[config.mk]
export PLATFORM = sky130hd
export DESIGN_NAME = object_centroid
export DESIGN_NICKNAME = d
export VERILOG_FILES = /design/src/rtl/centroid_pkg.sv /design/src/rtl/object_centroid_serial_divider.sv /design/src/rtl/object_centroid.sv
export SDC_FILE = /design/constraint.sdc
export NUM_CORES = 1
export LEC_CHECK = 0
export CAP_MARGIN = 10
export CORE_MARGIN = 2
export CORE_UTILIZATION = 64
export CTS_BUF_LIST = sky130_fd_sc_hd__clkbuf_8
export CTS_CLUSTER_DIAMETER = 40
export CTS_CLUSTER_SIZE = 28
export DETAILED_ROUTE_END_ITERATION = 12
export PLACE_DENSITY = 0.89
export SYNTH_ARGS = -nofsm -noshare
export SYNTH_HDL_FRONTEND = slang
export SYNTH_SLANG_ARGS = --single-unit
export TNS_END_PERCENT = 5
[constraint.sdc]
create_clock -name clk -period 4.4 [get_ports clk]
set_input_delay 1.32 -clock clk [delete_from_list [all_inputs] [get_ports clk]]
set_output_delay 1.32 -clock clk [all_outputs]
set_load 0.01 [all_outputs]
[src/rtl/centroid_pkg.sv]
// Shared types and default widths for the object centroid block.
package centroid_pkg;

    localparam int unsigned DEF_DISP_WIDTH  = 11;
    localparam int unsigned DEF_COUNT_WIDTH = 2 * DEF_DISP_WIDTH;
    localparam int unsigned DEF_SUM_WIDTH   = 3 * DEF_DISP_WIDTH;
    localparam int unsigned DEF_MIN_PIXELS  = 16;

    typedef enum logic [1:0] {
        ACCUM  = 2'd0,
        DIV_X  = 2'd1,
        DIV_Y  = 2'd2,
        UPDATE = 2'd3
    } centroid_state_e;

endpackage

[src/rtl/object_centroid_serial_divider.sv]
// Restoring serial divider: one quotient bit per cycle. The first bit is
// resolved on the start edge, so done pulses DIVIDEND_WIDTH cycles after start.
module serial_divider #(
    parameter int unsigned DIVIDEND_WIDTH = 33,
    parameter int unsigned DIVISOR_WIDTH  = 22
) (
    input  logic                      clk,
    input  logic                      aresetn,
    input  logic                      start,
    input  logic [DIVIDEND_WIDTH-1:0] dividend,
    input  logic [DIVISOR_WIDTH-1:0]  divisor,
    output logic [DIVIDEND_WIDTH-1:0] quotient,
    output logic                      done,
    output logic                      busy
);

    localparam int unsigned CNT_W = $clog2(DIVIDEND_WIDTH + 1);

    logic [DIVISOR_WIDTH-1:0]  rem_q;
    logic [DIVIDEND_WIDTH-1:0] dq_q;
    logic [DIVISOR_WIDTH-1:0]  dvs_q;
    logic [CNT_W-1:0]          cnt_q;
    logic                      busy_q;
    logic                      done_q;

    logic [DIVISOR_WIDTH-1:0]  rem_src;
    logic [DIVIDEND_WIDTH-1:0] dq_src;
    logic [DIVISOR_WIDTH-1:0]  dvs_src;
    logic [DIVISOR_WIDTH:0]    rem_shift;
    logic                      bit_c;
    logic [DIVISOR_WIDTH-1:0]  rem_next;
    logic [DIVIDEND_WIDTH-1:0] dq_next;

    // One restoring step, fed from the ports on start and from the registers otherwise.
    always_comb begin
        rem_src = rem_q;
        dq_src  = dq_q;
        dvs_src = dvs_q;
        if (start) begin
            rem_src = '0;
            dq_src  = dividend;
            dvs_src = divisor;
        end
        rem_shift = {rem_src, dq_src[DIVIDEND_WIDTH-1]};
        bit_c     = (rem_shift >= {1'b0, dvs_src});
        rem_next  = bit_c ? DIVISOR_WIDTH'(rem_shift - {1'b0, dvs_src})
                          : rem_shift[DIVISOR_WIDTH-1:0];
        dq_next   = {dq_src[DIVIDEND_WIDTH-2:0], bit_c};
    end

    // Iteration registers, bit counter and done pulse.
    always_ff @(posedge clk or negedge aresetn) begin
        if (!aresetn) begin
            rem_q  <= '0;
            dq_q   <= '0;
            dvs_q  <= '0;
            cnt_q  <= '0;
            busy_q <= 1'b0;
            done_q <= 1'b0;
        end else begin
            done_q <= 1'b0;
            if (start) begin
                rem_q  <= rem_next;
                dq_q   <= dq_next;
                dvs_q  <= divisor;
                cnt_q  <= CNT_W'(DIVIDEND_WIDTH - 1);
                busy_q <= 1'b1;
            end else if (busy_q) begin
                rem_q <= rem_next;
                dq_q  <= dq_next;
                cnt_q <= cnt_q - CNT_W'(1);
                if (cnt_q == CNT_W'(1)) begin
                    busy_q <= 1'b0;
                    done_q <= 1'b1;
                end
            end
        end
    end

    assign quotient = dq_q;
    assign done     = done_q;
    assign busy     = busy_q;

endmodule

[src/rtl/object_centroid.sv]
// Per-frame centroid of object pixels: accumulate during the frame, divide
// once at frame end with a shared serial divider, hold the result a frame.
module object_centroid
    import centroid_pkg::*;
#(
    parameter int unsigned DISP_WIDTH  = DEF_DISP_WIDTH,
    parameter int unsigned COUNT_WIDTH = DEF_COUNT_WIDTH,
    parameter int unsigned SUM_WIDTH   = DEF_SUM_WIDTH,
    parameter int unsigned MIN_PIXELS  = DEF_MIN_PIXELS
) (
    input  logic                  clk,
    input  logic                  aresetn,
    input  logic                  enable,
    input  logic                  pixel_valid,
    input  logic                  is_obj,
    input  logic [DISP_WIDTH-1:0] x_pos,
    input  logic [DISP_WIDTH-1:0] y_pos,
    input  logic                  frame_end,
    output logic [DISP_WIDTH-1:0] x_obj,
    output logic [DISP_WIDTH-1:0] y_obj,
    output logic                  obj_found,
    output logic                  obj_valid,
    output logic                  busy
);

    centroid_state_e state_q, state_d;

    logic [SUM_WIDTH-1:0]   sum_x_q, sum_y_q, sum_x_c, sum_y_c;
    logic [COUNT_WIDTH-1:0] cnt_q, cnt_c;
    logic [SUM_WIDTH-1:0]   snap_sum_x_q, snap_sum_y_q;
    logic [COUNT_WIDTH-1:0] snap_cnt_q;
    logic                   pix_c, fe_accept_c, go_c;

    logic                   div_start_q, div_start_c;
    logic [SUM_WIDTH-1:0]   div_dividend_c, div_quotient;
    logic                   div_done, div_busy, div_fin_c;
    logic [DISP_WIDTH-1:0]  q_sat_c, q_x_q, q_y_q;

    // Live accumulator update including the current pixel; threshold decision on that total.
    always_comb begin
        pix_c   = enable & pixel_valid & is_obj;
        sum_x_c = sum_x_q;
        sum_y_c = sum_y_q;
        cnt_c   = cnt_q;
        if (pix_c) begin
            sum_x_c = sum_x_q + SUM_WIDTH'(x_pos);
            sum_y_c = sum_y_q + SUM_WIDTH'(y_pos);
            if (cnt_q != '1) begin
                cnt_c = cnt_q + COUNT_WIDTH'(1);
            end
        end
        fe_accept_c = frame_end && (state_q == ACCUM);
        go_c        = (cnt_c >= COUNT_WIDTH'(MIN_PIXELS)) && (cnt_c != '0);
        div_fin_c   = div_done && !div_busy;
        // A mean always fits; the clamp only guards the narrowing.
        q_sat_c     = (|div_quotient[SUM_WIDTH-1:DISP_WIDTH]) ? '1
                                                              : div_quotient[DISP_WIDTH-1:0];
    end

    // Next-state and divider control.
    always_comb begin
        state_d        = state_q;
        div_start_c    = div_start_q;
        div_dividend_c = snap_sum_x_q;
        case (state_q)
            ACCUM: begin
                if (fe_accept_c && go_c) begin
                    state_d = DIV_X;
                end
            end
            DIV_X: begin
                if (div_fin_c) begin
                    state_d        = DIV_Y;
                    div_start_c    = 1'b1;
                    div_dividend_c = snap_sum_y_q;
                end
            end
            DIV_Y: begin
                if (div_fin_c) begin
                    state_d = UPDATE;
                end
            end
            UPDATE: begin
                state_d = ACCUM;
            end
            default: begin
                state_d = ACCUM;
            end
        endcase
    end

    // State register.
    always_ff @(posedge clk or negedge aresetn) begin
        if (!aresetn) begin
            state_q <= ACCUM;
        end else begin
            state_q <= state_d;
        end
    end

    // Live accumulators; every frame_end restarts them empty.
    always_ff @(posedge clk or negedge aresetn) begin
        if (!aresetn) begin
            sum_x_q <= '0;
            sum_y_q <= '0;
            cnt_q   <= '0;
        end else if (frame_end) begin
            sum_x_q <= '0;
            sum_y_q <= '0;
            cnt_q   <= '0;
        end else begin
            sum_x_q <= sum_x_c;
            sum_y_q <= sum_y_c;
            cnt_q   <= cnt_c;
        end
    end

    // Snapshot of the finished frame and deferred start for the X division.
    always_ff @(posedge clk or negedge aresetn) begin
        if (!aresetn) begin
            snap_sum_x_q <= '0;
            snap_sum_y_q <= '0;
            snap_cnt_q   <= '0;
            div_start_q  <= 1'b0;
        end else begin
            div_start_q <= fe_accept_c && go_c;
            if (fe_accept_c) begin
                snap_sum_x_q <= sum_x_c;
                snap_sum_y_q <= sum_y_c;
                snap_cnt_q   <= cnt_c;
            end
        end
    end

    // Quotient capture for each axis.
    always_ff @(posedge clk or negedge aresetn) begin
        if (!aresetn) begin
            q_x_q <= '0;
            q_y_q <= '0;
        end else if (div_fin_c) begin
            if (state_q == DIV_X) begin
                q_x_q <= q_sat_c;
            end
            if (state_q == DIV_Y) begin
                q_y_q <= q_sat_c;
            end
        end
    end

    // Published outputs: the pair changes together, only when leaving UPDATE.
    always_ff @(posedge clk or negedge aresetn) begin
        if (!aresetn) begin
            x_obj     <= '0;
            y_obj     <= '0;
            obj_found <= 1'b0;
            obj_valid <= 1'b0;
            busy      <= 1'b0;
        end else begin
            obj_valid <= 1'b0;
            busy      <= (state_d != ACCUM);
            if (state_q == UPDATE) begin
                x_obj     <= q_x_q;
                y_obj     <= q_y_q;
                obj_found <= 1'b1;
                obj_valid <= 1'b1;
            end else if (fe_accept_c && !go_c) begin
                obj_found <= 1'b0;
            end
        end
    end

    serial_divider #(
        .DIVIDEND_WIDTH (SUM_WIDTH),
        .DIVISOR_WIDTH  (COUNT_WIDTH)
    ) u_div (
        .clk      (clk),
        .aresetn  (aresetn),
        .start    (div_start_c),
        .dividend (div_dividend_c),
        .divisor  (snap_cnt_q),
        .quotient (div_quotient),
        .done     (div_done),
        .busy     (div_busy)
    );

endmodule
==> out/qor.txt, run 1 <==
DP Area: 16700 µm²
Setup Crit Path Kind: flip-flop to flip-flop
clock-pin slew on the worst setup and hold paths: 90 ps
# IOs: 53
fmax: 241 MHz
crit path DAT: 4590 ps
Post-Syn Nets: 1729
Max-Cap Viols: 0
Worst R2R End: u_div.rem_q[14]
Slew headroom: 20.5%
GPL Wtd Cong: 0.889
Syn Std Cell Area: 15800 µm²
Ys Warns: 0
clk buf depth: 3
first-pass GRT wire length: 62.8 mm
Layout Nets: 1765
leakage power: 0.00849 µW
PD cells: 310 nW/µm²
antenna violations before repair: 0
via count: 12500
Hold Crit Class: flip-flop to flip-flop
global-route usage over all layers: 29.7%
met2 routed wirelength: 18.7 mm
clock network power share: 43.0%
root buffer cell: clkbuf_8
total wire length: 37.7 mm
post-synth top area cell: dfrtp_1
internal power: 4130 µW
final setup TNS: 0 ps
H-tree depth: 2
CTS-repair resized insts: 0
number of synthesized flops with an enable pin: 0
Finish-stage setup viols: 0
Seq/Total Area, Yosys: 49.2%
Initial DRT Pass Iterations: 6
post-route antenna net violation count: 0
die height: 161 µm
Flop pwr share: 52.7%
DRC viols: 0
VDD IR-drop max: 0.364 mV
detailed-placement wirelength estimate: 25.3 mm
Hold-fix buffers, CTS: 0
R2R cell count: 13
largest cells by area after synthesis: dfrtp_1 (49%), nand2_1 (4.9%), o21ai_0 (4.5%)
# placed instances: 1970
Min Hold Slack: 484 ps
PortBufs: 52
final critical-path share of the clock period: 94.4%
vias in the first global route: 12600
CP required: 4840 ps
combinational share of power: 4.3%
worst-skew pair later-pin latency: 550 ps
R2R Setup Slk: 250 ps
Synth Instances: 1651
wl on met1: 15.7 mm
die area: 26000 µm²
met3 wire length: 2.10 mm
# diodes: 0
area of the core: 24300 µm²
GRT Residual Overflow: 0
min Tclk post-route: 4150 ps
Netlist cell types: 74
Reg-to-Reg Start: div_start_q
element type at the critical path end: flip-flop
Final Hold Viols: 0
Avg WL per Cell: 18.5 µm
Post-CTS Setup Inserts: 0
crit-path max FO: 31
Highest Signal Layer: met4
status: finished clean
Sw Share: 24.3%
Via density: 6.13
Num CTS Buffers: 39
fraction of registers with async set/reset: 100%
non-filler instance count after layout: 2040
worst slew pin tran: 1190 ps
pin count of the biggest net entering global routing: 127
DRC marker count from the first detailed-route iteration: 1066
TritonCTS clock tree: yes
Switch Pwr: 1330 µW
Layout area overhead: 11.4%
post-route cell area: 17600 µm²
Starting Density: 65.0%
RSZ-0062 raised after global routing: false
Syn Area/Cell: 9.57 µm²
die width: 161 µm
layout cells sized above 1: 9.67%
Sink Count: 311
startpoint type of the worst setup path: flip-flop
Hold Path Sink: snap_sum_y_q[3]
Hold Path Origin: snap_sum_y_q[3]
max-slew violations: 0
top_reg_cell synth: dfrtp_1
Yosys top cell area share: 49.2%
WHS Path Cells: 2
Clock Skew: 32.8 ps
#FFs+latches synth: 311
Rows: 57
==> worst max-delay path: stages, from the launching register on <==
cell	delay, ps
dfrtp_1	530
a31oi_4	230
buf_12	240
mux2i_1	330
ha_1	410
o21ai_0	200
a21oi_1	90
o41ai_1	340
o21ai_0	250
a221o_1	420
a211oi_1	480
buf_4	230
a22oi_2	70
a21oi_1	190
==> layout make-up <==
class                      count  area (µm²)
inverter                      51         191
sequential                   311        7780
fill                        1637        6710
tap                          324         405
clock buffer                  42         578
clock inverter                28         309
timing repair buffer          83         791
multi-input combinational   1201        7550
==> power by group through the flow <==
stage / clock, µW / combinational, µW / sequential (µW)
after floorplan: 0 / 111 / 2930
after global placement: 0 / 227 / 2930
after detailed placement: 0 / 235 / 2930
after CTS: 2370 / 237 / 2870
after global routing: 2490 / 264 / 2870
final: 2350 / 236 / 2870
==> layer usage <==
layer	up-vias	GRT usage, %
li1	5861	-
met1	6106	39.6
met2	440	50.4
met3	94	3.88
met4	0	10.9
met5	-	0
==> cells by family (layout without fill, tap and decap cells) <==
family	Yosys count	after routing	share of synthesized area (%)
simple gates	601	601	17.5
compound gates	373	373	15.0
fa+ha+maj	50	50	4.10
xor+xnor	90	90	4.99
buf+inv	139	204	3.40
flops	311	311	49.2
mux	87	87	5.71
==> state kept, by name (all words and copies together), names as in the netlist, 22 cells and up <==
| register | flops |
|---|---|
| snap_sum_x_q | 33 |
| snap_sum_y_q | 33 |
| sum_x_q | 33 |
| sum_y_q | 33 |
| u_div.quotient | 33 |
| cnt_q | 22 |
| snap_cnt_q | 22 |
| u_div.dvs_q | 22 |
| u_div.rem_q | 22 |
==> placed cells by master (no fill, tap or decap), types with 5 or more instances in the layout <==
master,instances
dfrtp_1,311
nand2_1,206
nor2_1,184
o21ai_0,142
a21oi_1,72
xnor2_1,71
mux2i_1,61
inv_1,56
clkdlybuf4s50_1,50
ha_1,47
clkbuf_8,42
and3_1,38
nand3_1,33
nor3_1,32
buf_4,28
mux2_2,26
xor2_1,19
a31oi_1,17
nor2b_1,17
nand4_1,16
a21o_1,16
o31ai_1,14
o22ai_1,13
o221a_2,13
nor4_1,11
and2_1,10
a211oi_1,10
or4_1,9
nor3b_1,8
and4_1,7
or3_1,7
o21ai_1,7
inv_8,7
a21boi_0,6
o21bai_1,6
clkinvlp_4,5
==> worst max path at each step <==
stage                 from                to  slack, ps  cells after the start
6_report       div_start_q   u_div.rem_q[14]        250                     13
5_1_grt         u_div.busy   u_div.rem_q[18]         40                     14
4_1_cts         u_div.busy   u_div.rem_q[20]        110                     14
3_5_place_dp      x_pos[0]  snap_sum_x_q[32]        110                     12
3_3_place_gp      x_pos[0]  snap_sum_x_q[32]        190                     12
2_1_floorplan   u_div.busy   u_div.rem_q[18]        360                     16
==> cells in the mapped netlist (all sizes together), types with 14 or more instances <==
library cell	n
a21o	16
a21oi	75
a31oi	19
and3	38
buf	18
clkbuf	70
dfrtp	311
ha	47
inv	51
mux2	26
mux2i	61
nand2	208
nand3	34
nand4	16
nor2	185
nor2b	18
nor3	32
o21ai	150
o31ai	14
xnor2	71
xor2	19
==> metrics by stage <==
stage | util (%) | worst slack (ps) | power, µW
floorplan | - | 360 | 3040
global placement | 68.7 | 193 | 3150
detailed placement | 68.7 | 111 | 3160
CTS | 72.4 | 107 | 5480
global route | 72.4 | 42.6 | 5630
finish | 72.4 | 247 | 5450
(Power assumes the default switching activity.)
==> run 2: changes to the inputs <==
- CORE_MARGIN: 2 -> 10
==> out/qor.txt, run 2 (synthesis gave the netlist of run 1 again) <==
Highest Signal Layer: met4
post-route cell area: 17700 µm²
GPL Wtd Cong: 0.879
CP required: 4840 ps
die area: 31400 µm²
detailed-placement wirelength estimate: 26.4 mm
Starting Density: 65.0%
Post-CTS Setup Inserts: 0
die height: 177 µm
non-filler instance count after layout: 2047
Via density: 6.23
Hold-fix buffers, CTS: 0
Layout area overhead: 11.7%
Sink Count: 311
H-tree depth: 2
pre-CTS setup slack: 19.8 ps
total wire length: 38.0 mm
worst slew pin tran: 1060 ps
Final Hold Viols: 0
leakage power: 0.00851 µW
DP Area: 16800 µm²
met2 routed wirelength: 18.7 mm
antenna violations before repair: 0
Initial DRT Pass Iterations: 5
most frequent cells in the layout: dfrtp_1 (311), nand2_1 (206), nor2_1 (184), o21ai_0 (142), a21oi_1 (72)
pin count of the biggest net entering global routing: 98
DRC viols: 0
worst-skew pair later-pin latency: 570 ps
final setup TNS: 0 ps
Avg WL per Cell: 18.6 µm
Finish-stage setup viols: 0
register area: 7780 µm²
GRT Residual Overflow: 0
final worst slack: 157 ps
fmax: 236 MHz
layout cells sized above 1: 10.3%
status: finished clean
VDD IR-drop max: 0.291 mV
Num CTS Buffers: 36
# placed instances: 1981
clk buf depth: 3
Setup Crit Path Kind: flip-flop to flip-flop
crit path DAT: 4680 ps
vias in the first global route: 12900
wl on met1: 16.0 mm
global-route usage over all layers: 24.6%
final critical-path share of the clock period: 96.4%
Slew headroom: 29.2%
commonest non-fill, non-tap cell in the layout: dfrtp_1
Hold Crit Class: flip-flop to flip-flop
startpoint type of the worst setup path: flip-flop
area occupied by multi-input gates: 7570 µm²
crit-path max FO: 12
Layout Nets: 1773
element type at the critical path end: flip-flop
post-route antenna net violation count: 0
# diodes: 0
Max-Cap Viols: 0
fill count: 1608
max-slew violations: 0
PD cells: 302 nW/µm²
Clock Skew: 34.6 ps
via count: 12800
# IOs: 53
DRC marker count from the first detailed-route iteration: 1151
first-pass GRT wire length: 64.1 mm
RSZ-0062 raised after global routing: true
min Tclk post-route: 4240 ps
Rows: 57
PortBufs: 52
TritonCTS clock tree: yes
area of the core: 24300 µm²
clock-pin slew on the worst setup and hold paths: 90 ps
root buffer cell: clkbuf_8
met3 wire length: 2.06 mm
Min Hold Slack: 483 ps
CTS-repair resized insts: 0
die width: 177 µm
-- run 2: cell count changes in the layout (fill, tap and decap cells not counted), sizes merged --
cell and change:
buf +11, inv -3, clkinv +1, bufinv -2
-- run 2: routing by layer --
layer	GRT usage, %	up-vias
li1	-	5885
met1	31.4	6324
met2	41.3	443
met3	3.58	103
met4	9.67	0
met5	0	-
-- run 2: worst max-delay path, cell delays in order, from the launching register on --
cell       delay [ps]
dfrtp_1           380
nor2b_1           180
a31oi_4           500
buf_4             310
mux2i_1           360
ha_2              380
a211oi_1          340
nor3b_1           120
nor4_1            250
o41a_1            310
a21oi_1           110
nor4bb_2          430
o2bb2ai_1         130
a221o_1           310
-- run 2: per-stage QoR --
| step | power (µW) | util (%) |
|---|---|---|
| floorplan | 3040 | - |
| global placement | 3150 | 69.1 |
| detailed placement | 3160 | 69.1 |
| CTS | 5350 | 72.5 |
| global route | 5490 | 72.6 |
| finish | 5330 | 72.6 |
-- run 2: path summary, 6_finish.rpt --
kind / cells past startpoint / from / end / slack [ps]
max: 13 / u_div.done / u_div.rem_q[20] / 160
min: 2 / snap_sum_y_q[3] / snap_sum_y_q[3] / 480
max reg2reg: 13 / u_div.done / u_div.rem_q[20] / 160
min reg2reg: 2 / snap_sum_y_q[3] / snap_sum_y_q[3] / 480
max in group asynchronous: 2 / aresetn / u_div.quotient[2] / 2740
min in group asynchronous: 1 / aresetn / x_obj[3] / 730
-- run 2: area by class of cell --
class | count | area share (%)
inverters | 51 | 1.08
multi-input cells | 1201 | 42.9
clock inverters | 24 | 1.47
flip-flops and latches | 311 | 44.1
clock buffers | 42 | 3.27
well taps | 324 | 2.29
repair buffers | 94 | 4.94
-- run 2: power breakdown --
part / switching, µW / internal, µW / total (µW)
combinational: 154 / 80.2 / 235
clock: 1160 / 1060 / 2220
sequential: 6.37 / 2860 / 2870
==> run 3: changes to the inputs <==
- CAP_MARGIN: 10 -> 20
- TNS_END_PERCENT: 5 -> unset
==> out/qor.txt, run 3 (synthesis gave the netlist of run 1 again) <==
status: finished clean
GRT Residual Overflow: 0
# diodes: 0
Sw Share: 24.9%
final critical-path share of the clock period: 94.5%
crit-path max FO: 17
Hold-fix buffers, CTS: 0
Initial DRT Pass Iterations: 5
total wire length: 38.3 mm
Via density: 6.25
die width: 177 µm
post-route cell area: 17700 µm²
DRC marker count from the first detailed-route iteration: 1259
clock-pin slew on the worst setup and hold paths: 90 ps
# IOs: 53
H-tree depth: 2
clock network power share: 41.7%
Rows: 57
Switch Pwr: 1330 µW
Reg-to-Reg Start: u_div.busy
vias in the first global route: 12900
fmax: 240 MHz
VDD IR-drop max: 0.290 mV
DP Area: 16800 µm²
Worst R2R End: u_div.rem_q[20]
element type at the critical path end: flip-flop
R2R cell count: 14
TritonCTS clock tree: yes
combinational share of power: 4.4%
leakage power: 0.00855 µW
slowest stage cell, crit path: o41a_1
R2R Setup Slk: 240 ps
die height: 177 µm
critical path's top delay family: simple AND/OR/NAND/NOR gates
internal power: 4000 µW
root buffer cell: clkbuf_8
layout cells sized above 1: 10.6%
Sink Count: 311
CP most frequent cell: buf_4
WHS Path Cells: 2
Buf/Inv on CP: 2
fill count: 1600
# placed instances: 1981
Finish-stage setup viols: 0
clk buf depth: 3
startpoint type of the worst setup path: flip-flop
commonest non-fill, non-tap cell in the layout: dfrtp_1
CP cell instances: nor2b_1 -> buf_4 -> nand3_4 -> buf_4 -> and3_1 -> ha_1 -> a211oi_1 -> nor3b_1 -> nor4_1 -> o41a_1 -> nand3_1 -> nor4bb_2 -> o2bb2ai_1 -> a221o_1
Clock Skew: 36.6 ps
Starting Density: 65.0%
area of the core: 24300 µm²
die area: 31400 µm²
final setup TNS: 0 ps
crit path DAT: 4600 ps
PD cells: 301 nW/µm²
Layout area overhead: 12.1%
Hold Path Sink: snap_sum_x_q[29]
first-pass GRT wire length: 64.1 mm
Layout Nets: 1779
global-route usage over all layers: 24.6%
CP max stage delay: 500 ps
GPL Wtd Cong: 0.879
most frequent cells in the layout: dfrtp_1 (311), nand2_1 (206), nor2_1 (184), o21ai_0 (142), a21oi_1 (72)
via count: 12800
RSZ-0062 raised after global routing: false
min Tclk post-route: 4160 ps
post-route antenna net violation count: 0
Hold Path Origin: snap_sum_x_q[29]
pin count of the biggest net entering global routing: 98
max-slew violations: 0
critical path depth: 14
Avg WL per Cell: 18.7 µm
Max-Cap Viols: 0
Num CTS Buffers: 36
worst-skew pair later-pin latency: 570 ps
worst slew pin tran: 1030 ps
Hold Crit Class: flip-flop to flip-flop
Setup Crit Path Kind: flip-flop to flip-flop
CP required: 4840 ps
PortBufs: 52
detailed-placement wirelength estimate: 26.4 mm
non-filler instance count after layout: 2053
DRC viols: 0
Flop pwr share: 53.9%
Final Hold Viols: 0
antenna violations before repair: 0
Slew headroom: 31.4%
[run 3: power by group through the flow]
stage	logic (µW)	clock network, µW	registers (µW)
finish	234	2220	2870
CTS	235	2240	2870
floorplan	111	0	2930
detailed placement	234	0	2930
global placement	225	0	2930
global route	261	2360	2870
[run 3: metrics by stage]
stage	setup WS, ps	power [µW]	hold WS (ps)	utilization (%)
after floorplan	360	3040	440	-
after global placement	92.9	3150	457	69.1
after detailed placement	19.8	3160	465	69.1
after CTS	71.3	5350	483	72.5
after global routing	21.3	5490	504	72.9
final	240	5330	484	72.9
[run 3: how the worst max path moves through the flow]
stage          startpoint                to
6_report       u_div.busy   u_div.rem_q[20]
5_1_grt        u_div.busy   u_div.rem_q[20]
3_3_place_gp     x_pos[0]  snap_sum_x_q[32]
2_1_floorplan  u_div.busy   u_div.rem_q[18]
3_5_place_dp     y_pos[1]  snap_sum_y_q[13]
4_1_cts        u_div.busy   u_div.rem_q[18]
[run 3: layout make-up]
| type | count | area (µm²) | area share, % |
|---|---|---|---|
| Clock inverter | 24 | 260 | 1.47 |
| Sequential cell | 311 | 7780 | 43.9 |
| Multi-Input combinational cell | 1201 | 7570 | 42.7 |
| Timing Repair Buffer | 100 | 931 | 5.25 |
| Inverter | 51 | 191 | 1.08 |
| Tap cell | 324 | 405 | 2.29 |
| Clock buffer | 42 | 578 | 3.26 |
[run 3: worst register-to-register path: cells and delay by family, from the launching register on]
family | cells | cell delay (ps)
AND/OR/NAND/NOR | 7 | 1690
AO/OA/AOI/OAI | 4 | 1080
buffers and inverters | 2 | 490
adder cells (fa/ha/maj) | 1 | 400
flip-flops | 1 | 390
[run 3: repair_timing]
item | 4_1_cts | 5_1_grt
hold endpoints to repair | 0 | 0
resized for setup | 0 | 6
setup endpoints to repair | 0 | 9
setup buffers | 0 | 6
[run 3: layer usage]
layer | up-vias | track usage, % | wire [µm]
li1 | 5903 | - | -
met1 | 6301 | 31.4 | 16100
met2 | 499 | 41.3 | 18700
met3 | 121 | 3.58 | 2150
met4 | 0 | 9.67 | 1400
met5 | - | 0 | 0
